===== config.mk =====
export PLATFORM = sky130hd
export DESIGN_NAME = gpio_in_ip
export DESIGN_NICKNAME = d
export VERILOG_FILES = /design/src/rtl/gpio_in_ip.sv
export SDC_FILE = /design/constraint.sdc
export NUM_CORES = 1
export LEC_CHECK = 0
export ABC_AREA = 1
export BUFFER_PORTS_ARGS = -buffer_cell sky130_fd_sc_hd__buf_2
export CORE_AREA = 4 4 121 123
export CTS_CLUSTER_DIAMETER = 200
export DETAILED_ROUTE_END_ITERATION = 10
export DIE_AREA = 0 0 125 127
export HOLD_SLACK_MARGIN = 0.1
export PLACE_DENSITY = 0.81
export SLEW_MARGIN = 10
export SYNTH_ARGS = -nofsm -noshare
export SYNTH_HDL_FRONTEND = slang
export SYNTH_SLANG_ARGS = --single-unit

===== constraint.sdc =====
create_clock -name clk -period 2.8 [get_ports clk]
set_input_delay 0 -clock clk [delete_from_list [all_inputs] [get_ports clk]]
set_output_delay 0 -clock clk [all_outputs]
set_load 0.02 [all_outputs]

===== src/rtl/gpio_in_ip.sv =====
// GPIO input peripheral: synchronized pin levels, polarity-selectable edge capture,
// W1C status and a maskable level interrupt. Define GPIO_IN_DEBOUNCE_EN for pin debouncing.
module gpio_in_ip #(
    parameter int WIDTH  = 32,
    parameter int DB_DIV = 1000
) (
    input  logic             clk,
    input  logic             rst,
    input  logic             sel,
    input  logic [1:0]       addr,
    input  logic             write_en,
    input  logic [31:0]      wdata,
    input  logic             read_en,
    output logic [31:0]      rdata,
    input  logic [WIDTH-1:0] gpio_in,
    output logic             irq
);
    localparam logic [1:0] ADDR_DATA     = 2'd0;
    localparam logic [1:0] ADDR_EDGE_POL = 2'd1;
    localparam logic [1:0] ADDR_STATUS   = 2'd2;
    localparam logic [1:0] ADDR_IRQ_EN   = 2'd3;

    logic [WIDTH-1:0] s0, s1, lvl, prev;
    logic [WIDTH-1:0] edge_pol, status, irq_en;
    logic [WIDTH-1:0] hit, hit_q, clr;
    logic [1:0]       warm_cnt;
    logic             wr_pol, wr_status, wr_irq_en;

    assign wr_pol    = sel && write_en && (addr == ADDR_EDGE_POL);
    assign wr_status = sel && write_en && (addr == ADDR_STATUS);
    assign wr_irq_en = sel && write_en && (addr == ADDR_IRQ_EN);

    // NOTE: reset is sampled inside the clocked block (synchronous) and all state uses <=.
    always_ff @(posedge clk) begin
        if (rst) begin
            s0 <= '0;
            s1 <= '0;
        end else begin
            s0 <= gpio_in;
            s1 <= s0;
        end
    end

`ifdef GPIO_IN_DEBOUNCE_EN
    localparam int PW = $clog2(DB_DIV);

    logic [PW-1:0]    pre_cnt;
    logic             tick;
    logic [WIDTH-1:0] h0, h1, lvl_q, agree_hi, agree_lo;

    // The 3-sample window is {s1, h0, h1}: the incoming sample plus the two held ones.
    assign tick     = (pre_cnt == PW'(DB_DIV - 1));
    assign agree_hi = s1 & h0 & h1;
    assign agree_lo = ~(s1 | h0 | h1);
    assign lvl      = lvl_q;

    always_ff @(posedge clk) begin
        if (rst) begin
            pre_cnt <= '0;
            h0      <= '0;
            h1      <= '0;
            lvl_q   <= '0;
        end else begin
            pre_cnt <= tick ? '0 : pre_cnt + PW'(1);
            if (tick) begin
                h0    <= s1;
                h1    <= h0;
                lvl_q <= (lvl_q | agree_hi) & ~agree_lo;
            end
        end
    end
`else
    assign lvl = s1;

    // DB_DIV only matters with debouncing; referenced so both builds share one parameter set.
    if (DB_DIV < 2) begin : g_db_div_unsupported
    end
`endif

    // Warm-up gating hides the level steps caused by the synchronizer filling after reset.
    assign hit   = (lvl & ~prev & edge_pol) | (~lvl & prev & ~edge_pol);
    assign hit_q = (warm_cnt == 2'd3) ? hit : '0;
    assign clr   = wr_status ? wdata[WIDTH-1:0] : '0;

    always_ff @(posedge clk) begin
        if (rst) begin
            prev     <= '0;
            warm_cnt <= '0;
            edge_pol <= '0;
            status   <= '0;
            irq_en   <= '0;
            irq      <= 1'b0;
        end else begin
            prev <= lvl;
            if (warm_cnt != 2'd3) warm_cnt <= warm_cnt + 2'd1;
            status <= (status & ~clr) | hit_q;
            if (wr_pol)    edge_pol <= wdata[WIDTH-1:0];
            if (wr_irq_en) irq_en   <= wdata[WIDTH-1:0];
            irq <= |(status & irq_en);
        end
    end

    always_comb begin
        // NOTE: default assignment first so every path drives rdata and no latch is inferred.
        rdata = 32'h0;
        if (sel && read_en) begin
            case (addr)
                ADDR_DATA:     rdata = 32'(lvl);
                ADDR_EDGE_POL: rdata = 32'(edge_pol);
                ADDR_STATUS:   rdata = 32'(status);
                ADDR_IRQ_EN:   rdata = 32'(irq_en);
                default:       rdata = 32'h0;
            endcase
        end
    end
endmodule


# Word-level counts from Yosys, hierarchy flattened
# Cells that the tools add are included.
# Widths: inputs -> output; s select.
dict set report word_totals {
  reg_bits 195
  inputBits 71
  wordCells 37
}
dict set report classes {
  add_sub_neg 1
  n_eq_ne 5
  muxes 4
  bitwise_logic 12
  n_reduce_logical 7
}
# op n
set ops {}
lappend ops {{$and 32x32->32} 6}
lappend ops {{$not 32->32} 4}
lappend ops {{$pmux 32 s4} 1}
lappend ops {{$mux 32} 3}
lappend ops {{$or 32x32->32} 2}
lappend ops {{$reduce_or 32->1} 1}
lappend ops {{$eq 2x2->1 const B} 3}
lappend ops {{$logic_and 1x1->1} 5}
lappend ops {{$add 2x1->2 const B} 1}
lappend ops {{$eq 2x1->1 const B} 1}
lappend ops {{$logic_not 2->1} 1}
lappend ops {{$ne 2x2->1 const B} 1}

# Longest topological paths before layout
# Gate-level depths: netlist (run 1).
dict set report logic_depth {
  ltp_word 6
  depth_mapped 6
  mapped_depth_nobuf 6
}

# Worst setup path before layout (run 1)
# No wires, ideal clock.
dict set report synth_timing {
  kind {register -> register}
  from {register warm_cnt[0]}
  to {register status[28]}
  t_arrival_ns 1.199
  required_time_ns 2.729
  path_slack_ns 1.530
  path_stages_with_launch 6
  path_buffers 2
  path_cell_list {dfxtp_1 > ha_1 > clkbuf_1 > clkbuf_1 > nand3_1 > a21oi_1}
}
dict set report synth_via {
  elab_chain_cells 3
}
# element line
set synth_rtl {}
lappend synth_rtl {{from (decl)} 26} ;# logic [1:0] warm_cnt;
lappend synth_rtl {{from (signal assigned)} 95} ;# if (warm_cnt != 2'd3) warm_cnt <= warm_cnt + 2'd1;
lappend synth_rtl {{$eq 2x2->1} 82} ;# assign hit_q = (warm_cnt == 2'd3) ? hit : '0;
lappend synth_rtl {{$mux 32} 82}
lappend synth_rtl {{$or 32x32->32} 96} ;# status <= (status & ~clr) | hit_q;
lappend synth_rtl {{to (signal assigned)} 96}
lappend synth_rtl {{to (decl)} 24} ;# logic [WIDTH-1:0] edge_pol, status, irq_en;
# Every way passes these cells.
# A chain may end at the register's enable or synchronous reset.

# Worst setup path in the final report (run 1)
dict set report layout_timing {
  from {input port addr[1]}
  to {register irq_en[31]}
}
dict set report layout_via {
  elab_chain_cells 2
}
# element line
set layout_rtl {}
lappend layout_rtl {{from (decl)} 10} ;# input logic [1:0] addr,
lappend layout_rtl {{$eq 2x2->1} 31} ;# assign wr_irq_en = sel && write_en && (addr == ADDR_IRQ_EN);
lappend layout_rtl {{$logic_and 1x1->1} 31}
lappend layout_rtl {{to (signal assigned)} 98} ;# if (wr_irq_en) irq_en <= wdata[WIDTH-1:0];
lappend layout_rtl {{to (decl)} 24}
# Every way passes these cells.

==> reports/qor.csv, run 1 <==
stage;metric;value;unit
timing;maxSlewHeadroom;29.88;%
finish;syn_to_final_growth;25.87;%
route;routed_wirelength;20070;µm
finish;layout.nets;1341;
timing;setup_viol;0;
global_routing;grt_pass1_wl;34130;µm
synth;synth_cell_types;21;
floorplanning;fp-row-count;43;
setup_path;end_kind;flip-flop;
setup_path;worst_ep_required_time;3120;ps
job;drv_cap;0;
global_routing;first_global_vias;7447;
power;p_int;4454;µW
route;routedWlPerCell;13.73;µm
global_routing;track_usage;25.80;%
global_routing;grt_overflow_total;0;
clock_tree;clk_root_buffer_cell;clkbuf_16;
power;p_leak;0.004191;µW
route;routed_via_density;5.213;
route;drt_first_iter_violations;715;
synth;synth_common_cells;nand2_1, dfxtp_1, nor2_1;
finish;final_util;73.99;%
power;pwr-share-comb;9.5;%
synth;synth_edf_count;0;
route;vias;7622;
clock_tree;cts_tree;done;
power;pwr-share-clk;40.4;%
timing;slew_violations;0;
finish;layout-drive-gt1-share;14.59;%
floorplanning;die_area;15880;µm²
setup_path;cp-start-kind;input port;
synth;synth_nets;1176;
clock_tree;htree_levels;4;
timing;rsz0062_at_grt;no;
synth;synth_area;8033;µm²
setup_path;r2r_start;warm_cnt[0]$_SDFFE_PP0N_;
timing;final.period_utilization;60.55;%
clock_tree;clock-sinks;195;
synth;ys.flop_type;dfxtp_1;
setup_path;critical_path_arrival;2010;ps
clock_tree;cts_setup_buffers;0;
timing;timing.fmax;589.9;MHz
clock_tree;clk_pin_slew;70;ps
timing;period_needed;1695;ps
synth;synth.top_cell.area_share;48.60;%
power;p_sw_share;23.70;%
place;gp_congestion;0.7922;
power;p_switching;1384;µW
synth;avgSynthCellArea;7.276;µm²
power;p_seq_share;50.1;%
synth;async_flop_share;0;%
worst_hold_path;hold_path_class;input port to flip-flop;
synth;yosysMostFrequentCell;nand2_1;
place;hpwl;11500;µm
synth;ys_ff_latch;195;
floorplanning;initial_utilization;58.78;%
worst_hold_path;hp-start;gpio_in[24];
floorplanning;die_h;127;µm
global_routing;antenna_found_initial;0;
power;peakVddDrop;0.4346;mV
synth;ys_seq_area_share;48.60;%
clock_tree;clockBufferDepth;2;
synth;synth_largest_area_cell;dfxtp_1;
route;drc_errors;0;
setup_path;path_class;input port to flip-flop;
floorplanning;ioPinCount;104;
route;ant_nets;0;
route;drt-pass1-iter-count;5;
run_status;run_status;completed;
clock_tree;numCtsBuffers;17;
synth;synth.area.top_cells;dfxtp_1, nand2_1, nor2_1, inv_1, a211oi_2;
finish;antennaDiodeCount;0;
power;power_density;577.4;nW/µm²
setup_path;rrSetupSlack;1210;ps
synth;syn_inst;1104;
timing;tightest_slew;1049;ps
setup_path;crit_fanout;33;
global_routing;grt_max_degree;70;
timing;whs;304.8;ps
clock_tree;insertion_delay;430;ps
place;port_buffers;103;
timing;final_hold_viol_count;0;
timing;fin_skew;5.235;ps
timing;fin_setup_tns;0;ps
synth;yosys_warnings;0;
floorplanning;die_width;125;µm
setup_path;timing.critical_path.from;addr[1];
floorplanning;fp.coreArea;13670;µm²
## flip-flops by register name, summed over array words and instances (netlist names)
name	cells
status	32
warm_cnt	2
irq	1
irq_en	32
s0	32
prev	32
edge_pol	32
lvl	32
## power groups by stage
stage / logic (µW) / clock network, µW / registers [µW]
floorplan: 291 / 0 / 2970
global placement: 447 / 0 / 2980
detailed placement: 455 / 0 / 2990
CTS: 544 / 2380 / 2930
global route: 614 / 2500 / 2940
finish: 554 / 2360 / 2930
## what timing repair did
| item | CTS | global route |
|---|---|---|
| hold buffers | 89 | 0 |
| gates resized for setup | 0 | 0 |
| endpoints found under the hold margin | 151 | 0 |
## worst max-delay path, cell delays in order
cell           delay (ps)
buf_2                 150
nand2_1               140
nor2_4                120
buf_4                 380
inv_2                 390
nand2_1               170
a21oi_1                70
dlygate4sd3_1         580
## area by class of cell
class | count | area [µm²]
multi-input cells | 716 | 3374
clock inverters | 11 | 108.9
inverters | 134 | 503.0
repair buffers | 205 | 1535
well taps | 180 | 225.2
flip-flops and latches | 195 | 3904
fillers | 1000 | 3555
clock buffers | 21 | 460.4
## path summary, 6_finish.rpt
| kind | endpoint | cells after the start |
|---|---|---|
| setup / recovery | irq_en[31]$_SDFFE_PP0P_ | 8 |
| hold / removal | s0[24]$_SDFF_PP0_ | 4 |
| setup reg to reg | warm_cnt[0]$_SDFFE_PP0N_ | 4 |
| hold reg to reg | lvl[29]$_SDFF_PP0_ | 2 |
## cell families (layout without fill, tap and decap cells)
family / count (synthesis) / after routing / synth area share, %
simple gates: 552 / 552 / 27.13
flops: 195 / 195 / 48.60
fa+ha+maj: 1 / 1 / 0.1557
xor+xnor: 1 / 1 / 0.1091
compound gates: 162 / 162 / 14.61
buf+inv: 193 / 371 / 9.392
## through the flow
| stage | std cells | worst slack, ps | power, µW | instance area [µm²] |
|---|---|---|---|---|
| after floorplan | 1104 | 1530 | 3265 | 8033 |
| after global placement | 1341 | 1241 | 3432 | 8651 |
| after detailed placement | 1341 | 1249 | 3443 | 8651 |
| after CTS | 1462 | 1157 | 5848 | 10110 |
| after global routing | 1462 | 1012 | 6047 | 10110 |
| final | 1462 | 1105 | 5838 | 10110 |
## layout by cell type, fill, tap and decap left out
| cell type | Yosys | final |
|---|---|---|
| nand2_1 | 343 | 343 |
| dfxtp_1 | 195 | 195 |
| nor2_1 | 140 | 140 |
| inv_1 | 129 | 129 |
| buf_2 | 21 | 102 |
| dlygate4sd3_1 | 0 | 89 |
| a21oi_1 | 65 | 65 |
| nand3_1 | 64 | 64 |
| a41oi_1 | 32 | 32 |
| a211oi_2 | 32 | 32 |
| o21ai_0 | 32 | 32 |
| clkbuf_16 | 0 | 17 |
| buf_4 | 1 | 11 |
| clkinv_2 | 0 | 8 |
| inv_2 | 4 | 4 |
| nor2_4 | 3 | 3 |
| clkbuf_1 | 36 | 2 |
| clkbuf_8 | 0 | 2 |
| bufinv_16 | 0 | 2 |
| buf_12 | 0 | 2 |
| nor2_2 | 1 | 1 |
| clkinv_1 | 1 | 1 |
| nand2_2 | 1 | 1 |
| xor2_1 | 1 | 1 |
| a211oi_1 | 1 | 1 |
| ha_1 | 1 | 1 |
| inv_6 | 0 | 1 |
| buf_6 | 0 | 1 |
## per-layer routing
layer,wire [µm],track usage [%],vias up
li1,-,-,3799
met1,8490,32.31,3510
met2,9815,44.19,286
met3,1486,5.309,27
met4,275,9.694,0
met5,0,0,-
Note: power is estimated with default switching activity, not from simulation.
==> run 2: changes to the inputs <==
CORE_AREA = 4 4 130 132   (was 4 4 121 123)
DIE_AREA = 0 0 134 136   (was 0 0 125 127)
PLACE_DENSITY = 0.75   (was 0.81)
clock period = 1.5 ns   (was 2.8 ns; I/O delays follow)
==> reports/qor.csv, run 2 (same netlist as run 1, synthesis figures left out) <==
stage;metric;value;unit
setup_path;timing.critical_path.buf_inv;1;
route;drt_first_iter_violations;550;
finish;layout.nets;1342;
global_routing;grt_pass1_wl;34710;µm
setup_path;r2r_end;irq_en[21]$_SDFFE_PP0P_;
floorplanning;die_h;136;µm
clock_tree;hold_buffers;82;
timing;fin_skew;6.655;ps
worst_hold_path;min_path_cells;4;
clock_tree;clock-sinks;195;
timing;timing.fmax;713.8;MHz
route;routedWlPerCell;14.04;µm
finish;layout-drive-gt1-share;15.43;%
timing;final.period_utilization;93.40;%
place;placed_cells;1385;
setup_path;crit_fanout;3;
worst_hold_path;hold_path_class;input port to flip-flop;
timing;setup_viol;0;
setup_path;worst_ep_required_time;1500;ps
route;drt-pass1-iter-count;6;
floorplanning;ioPinCount;104;
setup_path;end_kind;output pin;
finish;multi_input_area;3387;µm²
timing;tightest_slew;585.5;ps
floorplanning;initial_utilization;51.12;%
power;p_leak;0.004286;µW
floorplanning;fp.coreArea;15710;µm²
finish;final_cell_mix;nand2_1, dfxtp_1, nor2_1;
timing;final_hold_viol_count;0;
setup_path;r2r_start;irq_en[21]$_SDFFE_PP0P_;
setup_path;crit_family;flip-flops;
timing;fin_setup_tns;0;ps
timing;slew_violations;0;
route;ant_nets;0;
global_routing;track_usage;23.51;%
floorplanning;fp-row-count;46;
worst_hold_path;whs_endpoint;edge_pol[21]$_SDFFE_PP0P_;
timing;maxSlewHeadroom;60.91;%
global_routing;grt_max_degree;57;
place;port_buffers;103;
power;peakVddDrop;0.9152;mV
setup_path;path_class;flip-flop to output pin;
finish;regArea;3904;µm²
finish;syn_to_final_growth;29.16;%
floorplanning;die_area;18220;µm²
run_status;run_status;completed;
worst_hold_path;hp-start;addr[1];
finish;layout_commonest_cell;nand2_1;
global_routing;antenna_found_initial;0;
setup_path;critical_path_arrival;1400;ps
finish;stdcell_count;1499;
power;power_density;1137;nW/µm²
timing;rsz0062_at_grt;no;
setup_path;crit_slowest_cell;dfxtp_1;
setup_path;cp-start-kind;flip-flop;
floorplanning;die_width;134;µm
route;routed_via_density;5.093;
setup_path;rrSetupSlack;240;ps
clock_tree;cts_tree;done;
clock_tree;htree_levels;4;
setup_path;cp_cell_sequence;nand2_1 > a41oi_1 > buf_2;
finish;fillers;1309;
clock_tree;clockBufferDepth;2;
timing;period_needed;1401;ps
clock_tree;clk_pin_slew;70;ps
place;gp_congestion;0.7965;
global_routing;first_global_vias;7374;
setup_path;max_stage_delay;350;ps
clock_tree;cts_setup_buffers;0;
global_routing;grt_overflow_total;0;
finish;antennaDiodeCount;0;
clock_tree;cts_resized;0;
route;vias;7635;
clock_tree;insertion_delay;430;ps
route;routed_wirelength;21040;µm
clock_tree;numCtsBuffers;17;
place;hpwl;13150;µm
setup_path;reg2reg_depth;3;
job;drv_cap;0;
route;drc_errors;0;
clock_tree;clk_root_buffer_cell;clkbuf_16;
## run 2: worst register-to-register path: stages, from the launching register on
cell,delay [ps]
dfxtp_1,390
nand2_1,70
a21oi_1,160
dlygate4sd3_1,590
## run 2: power breakdown
group,switching (µW),internal [µW],leakage (µW)
sequential,105,5360,0.00159
clock,1970,3290,0.000337
combinational,615,454,0.00236
## run 2: metal layers
metal  vias to the layer above  track usage (%)  share of wire [%]
met4                         0            8.171                2.7
met5                         -                0                  0
li1                       3802                -                  -
met2                       232            40.96                 50
met1                      3555            28.65                 41
met3                        46            5.403                6.3
## run 2: worst max path at each step
| stage | startpoint | endpoint | depth (start not counted) | slack (ps) |
|---|---|---|---|---|
| 2_1_floorplan | warm_cnt[0]$_SDFFE_PP0N_ | status[28]$_SDFF_PP0_ | 5 | 230 |
| 3_3_place_gp | addr[1] | rdata[26] | 7 | 230 |
| 3_5_place_dp | addr[0] | rdata[27] | 7 | 190 |
| 4_1_cts | irq_en[0]$_SDFFE_PP0P_ | rdata[0] | 3 | 70 |
| 5_1_grt | irq_en[0]$_SDFFE_PP0P_ | rdata[0] | 3 | 30 |
| 6_report | irq_en[0]$_SDFFE_PP0P_ | rdata[0] | 3 | 100 |
## run 2: area by class of cell
class                   count  share of cell area, %
clock buffers              17                  4.100
clock inverters            15                  2.508
inverters                 134                  4.848
multi-input cells         716                  32.65
flip-flops and latches    195                  37.63
well taps                 216                  2.605
repair buffers            206                  15.67
## run 2: metrics by stage
stage | power [µW] | util (%) | hold WS (ps) | area (µm²) | setup slack, ps
final | 11800 | 66.03 | 209.7 | 10380 | 98.98
after global routing | 12200 | 66.03 | 233.1 | 10380 | 30.17
after CTS | 11850 | 66.03 | 199.2 | 10380 | 72.56
after detailed placement | 6491 | 56.44 | 206.9 | 8869 | 188.6
after global placement | 6460 | 56.44 | 199.3 | 8869 | 225.6
after floorplan | 6095 | - | 107.0 | 8033 | 230.1
